**config.mk**
```make
export PLATFORM = sky130hd
export DESIGN_NAME = hazard_ctrl
export DESIGN_NICKNAME = d
export VERILOG_FILES = /design/src/rtl/hazard_ctrl.sv
export SDC_FILE = /design/constraint.sdc
export NUM_CORES = 1
export LEC_CHECK = 0
export BUFFER_PORTS_ARGS = -buffer_cell sky130_fd_sc_hd__buf_2
export CAP_MARGIN = 5
export CORE_ASPECT_RATIO = 1.75
export CORE_MARGIN = 1.5
export CORE_UTILIZATION = 30
export DETAILED_ROUTE_END_ITERATION = 8
export PLACE_DENSITY = 0.57
export SETUP_SLACK_MARGIN = 0.1
export SLEW_MARGIN = 20
export SYNTH_ARGS = -nofsm -noshare
export SYNTH_HDL_FRONTEND = slang
export SYNTH_SLANG_ARGS = --single-unit
export TNS_END_PERCENT = 20
```
**constraint.sdc**
```tcl
create_clock -name clk -period 3.05 [get_ports clk]
set_input_delay 0.1525 -clock clk [delete_from_list [all_inputs] [get_ports clk]]
set_output_delay 0.1525 -clock clk [all_outputs]
set_load 0.005 [all_outputs]
```
**src/rtl/hazard_ctrl.sv**
```systemverilog
// hazard_ctrl: central pipeline sequencing for the 5-stage MIPS pipeline.
// Resolves memory freezes, branch/jump squashes and load-use stalls in one
// priority chain and keeps saturating stall/flush counters for debug.
module hazard_ctrl #(
    parameter int TIMEOUT = 16,
    parameter int CNT_W   = 16
) (
    input  logic             clk,
    input  logic             reset,
    input  logic [4:0]       id_rs,
    input  logic [4:0]       id_rt,
    input  logic             id_uses_rt,
    input  logic             id_jump,
    input  logic             ex_MemRead,
    input  logic [4:0]       ex_rt,
    input  logic             mem_branch_taken,
    input  logic             mem_req,
    input  logic             mem_ready,
    output logic             PCWrite,
    output logic             IFIDWrite,
    output logic             IDEXBubble,
    output logic             pipe_freeze,
    output logic             IFIDFlush,
    output logic             IDEXFlush,
    output logic             EXMEMFlush,
    output logic [1:0]       pc_sel,
    output logic             mem_err,
    output logic [CNT_W-1:0] stall_cycles,
    output logic [CNT_W-1:0] flush_events
);

    localparam int WC_W = (TIMEOUT > 2) ? $clog2(TIMEOUT) : 1;
    localparam logic [WC_W-1:0] WC_LAST = WC_W'(TIMEOUT - 1);

    typedef enum logic {RUN, MEM_WAIT} state_t;

    state_t            state_q, state_d;
    logic [WC_W-1:0]   wait_cnt_q, wait_cnt_d;
    logic              mem_err_q, mem_err_d;
    logic [CNT_W-1:0]  stall_q, stall_d;
    logic [CNT_W-1:0]  flush_q, flush_d;

    logic frz, wdog, freeze, load_use, flush_win;

    // Hazard detection: raw memory freeze, watchdog override, load-use match.
    always_comb begin
        frz      = mem_req & ~mem_ready;
        wdog     = (state_q == MEM_WAIT) & frz & (wait_cnt_q == WC_LAST);
        freeze   = frz & ~wdog;
        load_use = ex_MemRead & (ex_rt != 5'd0) &
                   ((ex_rt == id_rs) | (id_uses_rt & (ex_rt == id_rt)));
    end

    // Control outputs: reset forces a plain advance, otherwise priority chain
    // freeze > branch > jump > load-use > normal advance.
    always_comb begin
        PCWrite     = 1'b1;
        IFIDWrite   = 1'b1;
        IDEXBubble  = 1'b0;
        pipe_freeze = 1'b0;
        IFIDFlush   = 1'b0;
        IDEXFlush   = 1'b0;
        EXMEMFlush  = 1'b0;
        pc_sel      = 2'b00;
        flush_win   = 1'b0;
        if (!reset) begin
            if (freeze) begin
                PCWrite     = 1'b0;
                IFIDWrite   = 1'b0;
                pipe_freeze = 1'b1;
            end else if (mem_branch_taken) begin
                IFIDFlush  = 1'b1;
                IDEXFlush  = 1'b1;
                EXMEMFlush = 1'b1;
                pc_sel     = 2'b01;
                flush_win  = 1'b1;
            end else if (id_jump) begin
                IFIDFlush = 1'b1;
                pc_sel    = 2'b10;
                flush_win = 1'b1;
            end else if (load_use) begin
                PCWrite    = 1'b0;
                IFIDWrite  = 1'b0;
                IDEXBubble = 1'b1;
            end
        end
    end

    // Next-state: memory-wait tracking, sticky watchdog error, saturating counters.
    always_comb begin
        state_d    = state_q;
        wait_cnt_d = wait_cnt_q;
        mem_err_d  = mem_err_q | wdog;
        stall_d    = stall_q;
        flush_d    = flush_q;
        case (state_q)
            RUN: begin
                if (freeze) begin
                    state_d    = MEM_WAIT;
                    wait_cnt_d = WC_W'(1);
                end
            end
            MEM_WAIT: begin
                // Watchdog expiry, mem_ready and a dropped mem_req all end the wait.
                if (freeze) begin
                    wait_cnt_d = wait_cnt_q + WC_W'(1);
                end else begin
                    state_d    = RUN;
                    wait_cnt_d = '0;
                end
            end
            default: begin
                state_d    = RUN;
                wait_cnt_d = '0;
            end
        endcase
        if (!PCWrite && !reset && (stall_q != {CNT_W{1'b1}}))
            stall_d = stall_q + CNT_W'(1);
        if (flush_win && (flush_q != {CNT_W{1'b1}}))
            flush_d = flush_q + CNT_W'(1);
    end

    // State registers with synchronous reset.
    always_ff @(posedge clk) begin
        if (reset) begin
            state_q    <= RUN;
            wait_cnt_q <= '0;
            mem_err_q  <= 1'b0;
            stall_q    <= '0;
            flush_q    <= '0;
        end else begin
            state_q    <= state_d;
            wait_cnt_q <= wait_cnt_d;
            mem_err_q  <= mem_err_d;
            stall_q    <= stall_d;
            flush_q    <= flush_d;
        end
    end

    assign mem_err      = mem_err_q;
    assign stall_cycles = stall_q;
    assign flush_events = flush_q;

endmodule

```
Word-level counts from Yosys, hierarchy flattened
Cells that the tools add are included.
- flip-flop bits (word level): 38
- input port bits: 23
- word-level logic and storage cells: 58
- add/sub/neg operators: 3
- eq/ne operators: 6
- mux-type cells: 26
- bitwise gates (word level): 12
- reductions and logical operators: 6
- operators with widths (operator ; count):
    $add 16x1->16 const B ; 2
    $ne 16x16->1 const B ; 2
    $mux 1 ; 19
    $eq 5x5->1 ; 2
    $mux 2 ; 4
    $mux 4 ; 2
    $pmux 4 s2 ; 1
    $and 1x1->1 ; 7
    $reduce_bool 5->1 ; 1
    $add 4x1->4 const B ; 1
    $eq 4x4->1 const B ; 1
    $logic_and 1x1->1 ; 3
    $not 1->1 ; 3
    $logic_not 1->1 ; 2
    $ne 2x2->1 const B ; 1
    $or 1x1->1 ; 2

Depth between registers and ports, before layout
- word-level depth: 12
- gate-level depth with buffers: 9

Worst setup path after synthesis
No wires, ideal clock.
- path kind: register to register
- start: register wait_cnt_q[0]
- end: register flush_q[15] (netlist: flush_events[15])
- setup time: 0.115 ns
- arrival time: 1.864 ns
- required time: 2.935 ns
- setup slack: 1.072 ns
- stages on the path, launching flop included: 9
- buffers on the path: 1
- period minus slack after synthesis: 1.978 ns
- cells stage by stage: dfxtp_1 > ha_1 > nand4_1 > a211oi_2 > and3_1 > buf_2 > nand4_1 > xnor2_1 > and2_1
- word-level cells in the longest chain between the ends: 7
- ends and longest elaborated chain (what ; RTL line ; RTL):
    start: declaration ; 38 ; logic [WC_W-1:0] wait_cnt_q, wait_cnt_d;
    start signal: assignment ; 133 ; wait_cnt_q <= wait_cnt_d;
    $eq 4x4->1 ; 48 ; wdog = (state_q == MEM_WAIT) & frz & (wait_cnt_q == WC_LAST);
    $and 1x1->1 ; 48 ;
    $not 1->1 ; 49 ; freeze = frz & ~wdog;
    $and 1x1->1 ; 49 ;
    $mux 1 (2 in a row) ; n/a ;
    named net IFIDFlush ; 23 ; output logic IFIDFlush,
    $logic_and 1x1->1 ; 119 ; if (flush_win && (flush_q != {CNT_W{1'b1}}))
    end signal: assignment ; 136 ; flush_q <= flush_d;
    end: declaration ; 41 ; logic [CNT_W-1:0] flush_q, flush_d;
The timed path passes the listed nets, and every way through them passes these cells.
A chain may end at the register's enable or synchronous reset.

Worst setup path in the final report
- start: register wait_cnt_q[0]
- end: register flush_q[15] (netlist: flush_events[15])
- word-level cells in the longest chain between the ends: 7
- ends and longest elaborated chain (what ; RTL line ; RTL):
    $eq 4x4->1 ; 48 ;
    $and 1x1->1 ; 48 ;
    $not 1->1 ; 49 ;
    $and 1x1->1 ; 49 ;
    $mux 1 ; 67 ; if (freeze) begin
    $mux 1 ; 66 ; if (!reset) begin
    $logic_and 1x1->1 ; 119 ;
Every way passes these cells.

==> metrics.txt <==
status completed; Final ANT Viol Nets 0; final worst setup slack 0.7045 ns; Nets 325; maximum number of pins on one net before global-route repair 39; DR WL/cell 12.88 um; Final Cycle Share 0.7690; layout cell share with drive strength beyond 1 0.2600; pwr dens 497.6 nW/um^2; CTS Buf Count 5; drt first-iter violations 70; vias in the first global route 1895; met3 wire len 173 um; Synth area leaders dfxtp_1 (38%), xnor2_1 (5.2%), xor2_1 (4.8%); Clock H-tree levels 2; endpoints failing hold 0; top cell type's share of synthesized area 0.3779; worst slew pin tran 0.7050 ns; CP startpoint kind flip-flop; drt total wl 4.921 mm; Via density 5.068; CTS Hold Bufs 0; fin crit period 2.345 ns; highest routed layer met4; Avg Cell Area, Syn 8.388 um^2; final setup violation count 0; Max VDD drop 0.0002490 V; cell leakage power 1.058 nW; min-delay worst type in -> reg; Clock Latency Late Sink 0.28 ns; Slew headroom 0.5300; DPL Wire Length 3.717 mm; global-route wire length before repair 8.238 mm; RSZ-0062 raised after global routing false; Synth Instances 240; Synth cell types 41; drt pass-1 iters 4; GRT Total Usage 0.1424; Yosys reg bits 38; FMAX 426.4 MHz; WL met1 1.864 mm; count of pins over their slew limit 0; Worst Path Arrival 2.52 ns; gpl congestion 0.7976; CTS tree built; Setup Skew 0.004641 ns; DRC Markers 0; commonest non-fill, non-tap cell in the layout buf_2; CP endpoint kind flip-flop; cell area after synthesis 2013 um^2; io pins 65; die width 64.93 um; Place WS 0.6336 ns; Yosys top cell by area dfxtp_1; Clock Sinks 38; cts repair resizes 0; Detail Route met2 WL 2.847 mm; Die ar. 7230 um^2; sequential-to-total area share from yosys stat 0.3779; Max-Cap Viols 0; setup bufs post-CTS 0; syn_nets 266; Rows 39; Core Footprint 6490 um^2; setup_tns 0 ns; root buf cell clkbuf_16; Remaining Overflow, GRT 0; number of antenna violations at the first check in global routing 0; Setup CP Type reg -> reg; IO buf count 64; WP data required 3.23 ns; area delta synth->final 27.16%; clk buf depth 2; YS warnings 0; CP max FO 7; # diodes 0; Die Y 111.4 um; Initial Util 0.3102; clk slew on worst S/H paths 0.06 ns; total number of vias 1936; most frequent cells in the layout buf_2 (64), dfxtp_1 (38), nor2_1 (24)
-- cell type report --
| cell class | instances | area [um^2] |
|---|---|---|
| fillers | 678 | 3930 |
| repair buffers | 65 | 327.8 |
| inverters | 6 | 22.52 |
| flip-flops and latches | 38 | 760.7 |
| clock buffers | 6 | 138.9 |
| clock inverters | 2 | 60.06 |
| multi-input cells | 183 | 1147 |
| well taps | 82 | 102.6 |
-- state kept, by name (all words and copies together), names as in the netlist --
name and flops:
flush_events 16, stall_cycles 16, wait_cnt_q 4, mem_err 1, state_q 1
-- metrics by stage --
| stage | utilization | instances | hold slack, ns | instance area [um^2] | power, W |
|---|---|---|---|---|---|
| 2_1_floorplan | - | 240 | 0.3637 | 2013 | 0.0005672 |
| 3_3_place_gp | 0.3638 | 374 | 0.4679 | 2361 | 0.0005960 |
| 3_5_place_dp | 0.3638 | 374 | 0.4591 | 2361 | 0.0005976 |
| 4_1_cts | 0.3944 | 382 | 0.3119 | 2560 | 0.001294 |
| 5_1_grt | 0.3944 | 382 | 0.3685 | 2560 | 0.001319 |
| 6_report | 0.3944 | 382 | 0.3144 | 2560 | 0.001274 |
-- critical path: stages (launching register included) --
cell and delay [ns]:
dfxtp_1 0.36, ha_1 0.22, nand4_1 0.18, a211oi_2 0.59, and3_1 0.42, nand4_1 0.15, xnor2_1 0.15, and2_1 0.15
-- where the power goes --
part / switching [W] / internal (W) / total, W / leakage, nW
registers: 0.00000507 / 0.000501 / 0.000506 / 0.307
logic: 0.0000430 / 0.0000356 / 0.0000787 / 0.654
clock network: 0.000198 / 0.000491 / 0.000689 / 0.0971
-- cells by family after synthesis --
| kind of cell | after synthesis | synth area share |
|---|---|---|
| multiplexers | 2 | 0.009944 |
| adder cells (fa/ha/maj) | 3 | 0.01865 |
| AND/OR/NAND/NOR | 106 | 0.2903 |
| flip-flops | 38 | 0.3779 |
| AO/OA/AOI/OAI | 49 | 0.1510 |
| XOR/XNOR | 23 | 0.1001 |
| buffers and inverters | 19 | 0.05220 |
-- cell usage after synthesis --
cell type	count
and4_1	3
o211a_1	1
o21ai_1	7
clkinv_1	1
nand4b_1	1
nor3_1	1
dfxtp_1	38
xor2_1	11
o31ai_1	8
or2_1	1
o2111ai_2	1
buf_4	3
buf_6	1
buf_8	1
or2_2	1
nor4_1	1
a21oi_2	1
nand4_2	1
and3_1	8
a211oi_2	1
nand2_1	11
and2_1	7
nor2b_1	2
a22oi_1	1
and3b_1	1
o211ai_1	3
xnor2_1	12
ha_1	3
or3_1	11
mux2i_1	2
buf_2	3
a31oi_1	1
or4_1	7
o22ai_1	1
o21ai_0	6
a21oi_1	18
inv_1	5
nand3_1	14
clkbuf_1	5
nor2_1	24
nand4_1	12
-- path summary, 6_finish.rpt --
kind / start / endpoint / slack (ns) / cells past startpoint
max reg2reg: wait_cnt_q[0]$_SDFFE_PP0P_ / flush_events[15]$_SDFFE_PP0P_ / 0.70 / 7
max: wait_cnt_q[0]$_SDFFE_PP0P_ / flush_events[15]$_SDFFE_PP0P_ / 0.70 / 7
min: mem_ready / wait_cnt_q[2]$_SDFFE_PP0P_ / 0.31 / 4
min reg2reg: mem_err$_SDFF_PP0_ / mem_err$_SDFF_PP0_ / 0.48 / 2
-- layer usage --
metal	GRT usage	up-vias
met5	0	-
met4	0.06525	0
met3	0.02424	4
met2	0.2694	38
met1	0.1461	908
li1	-	986
(Power assumes the default switching activity.)
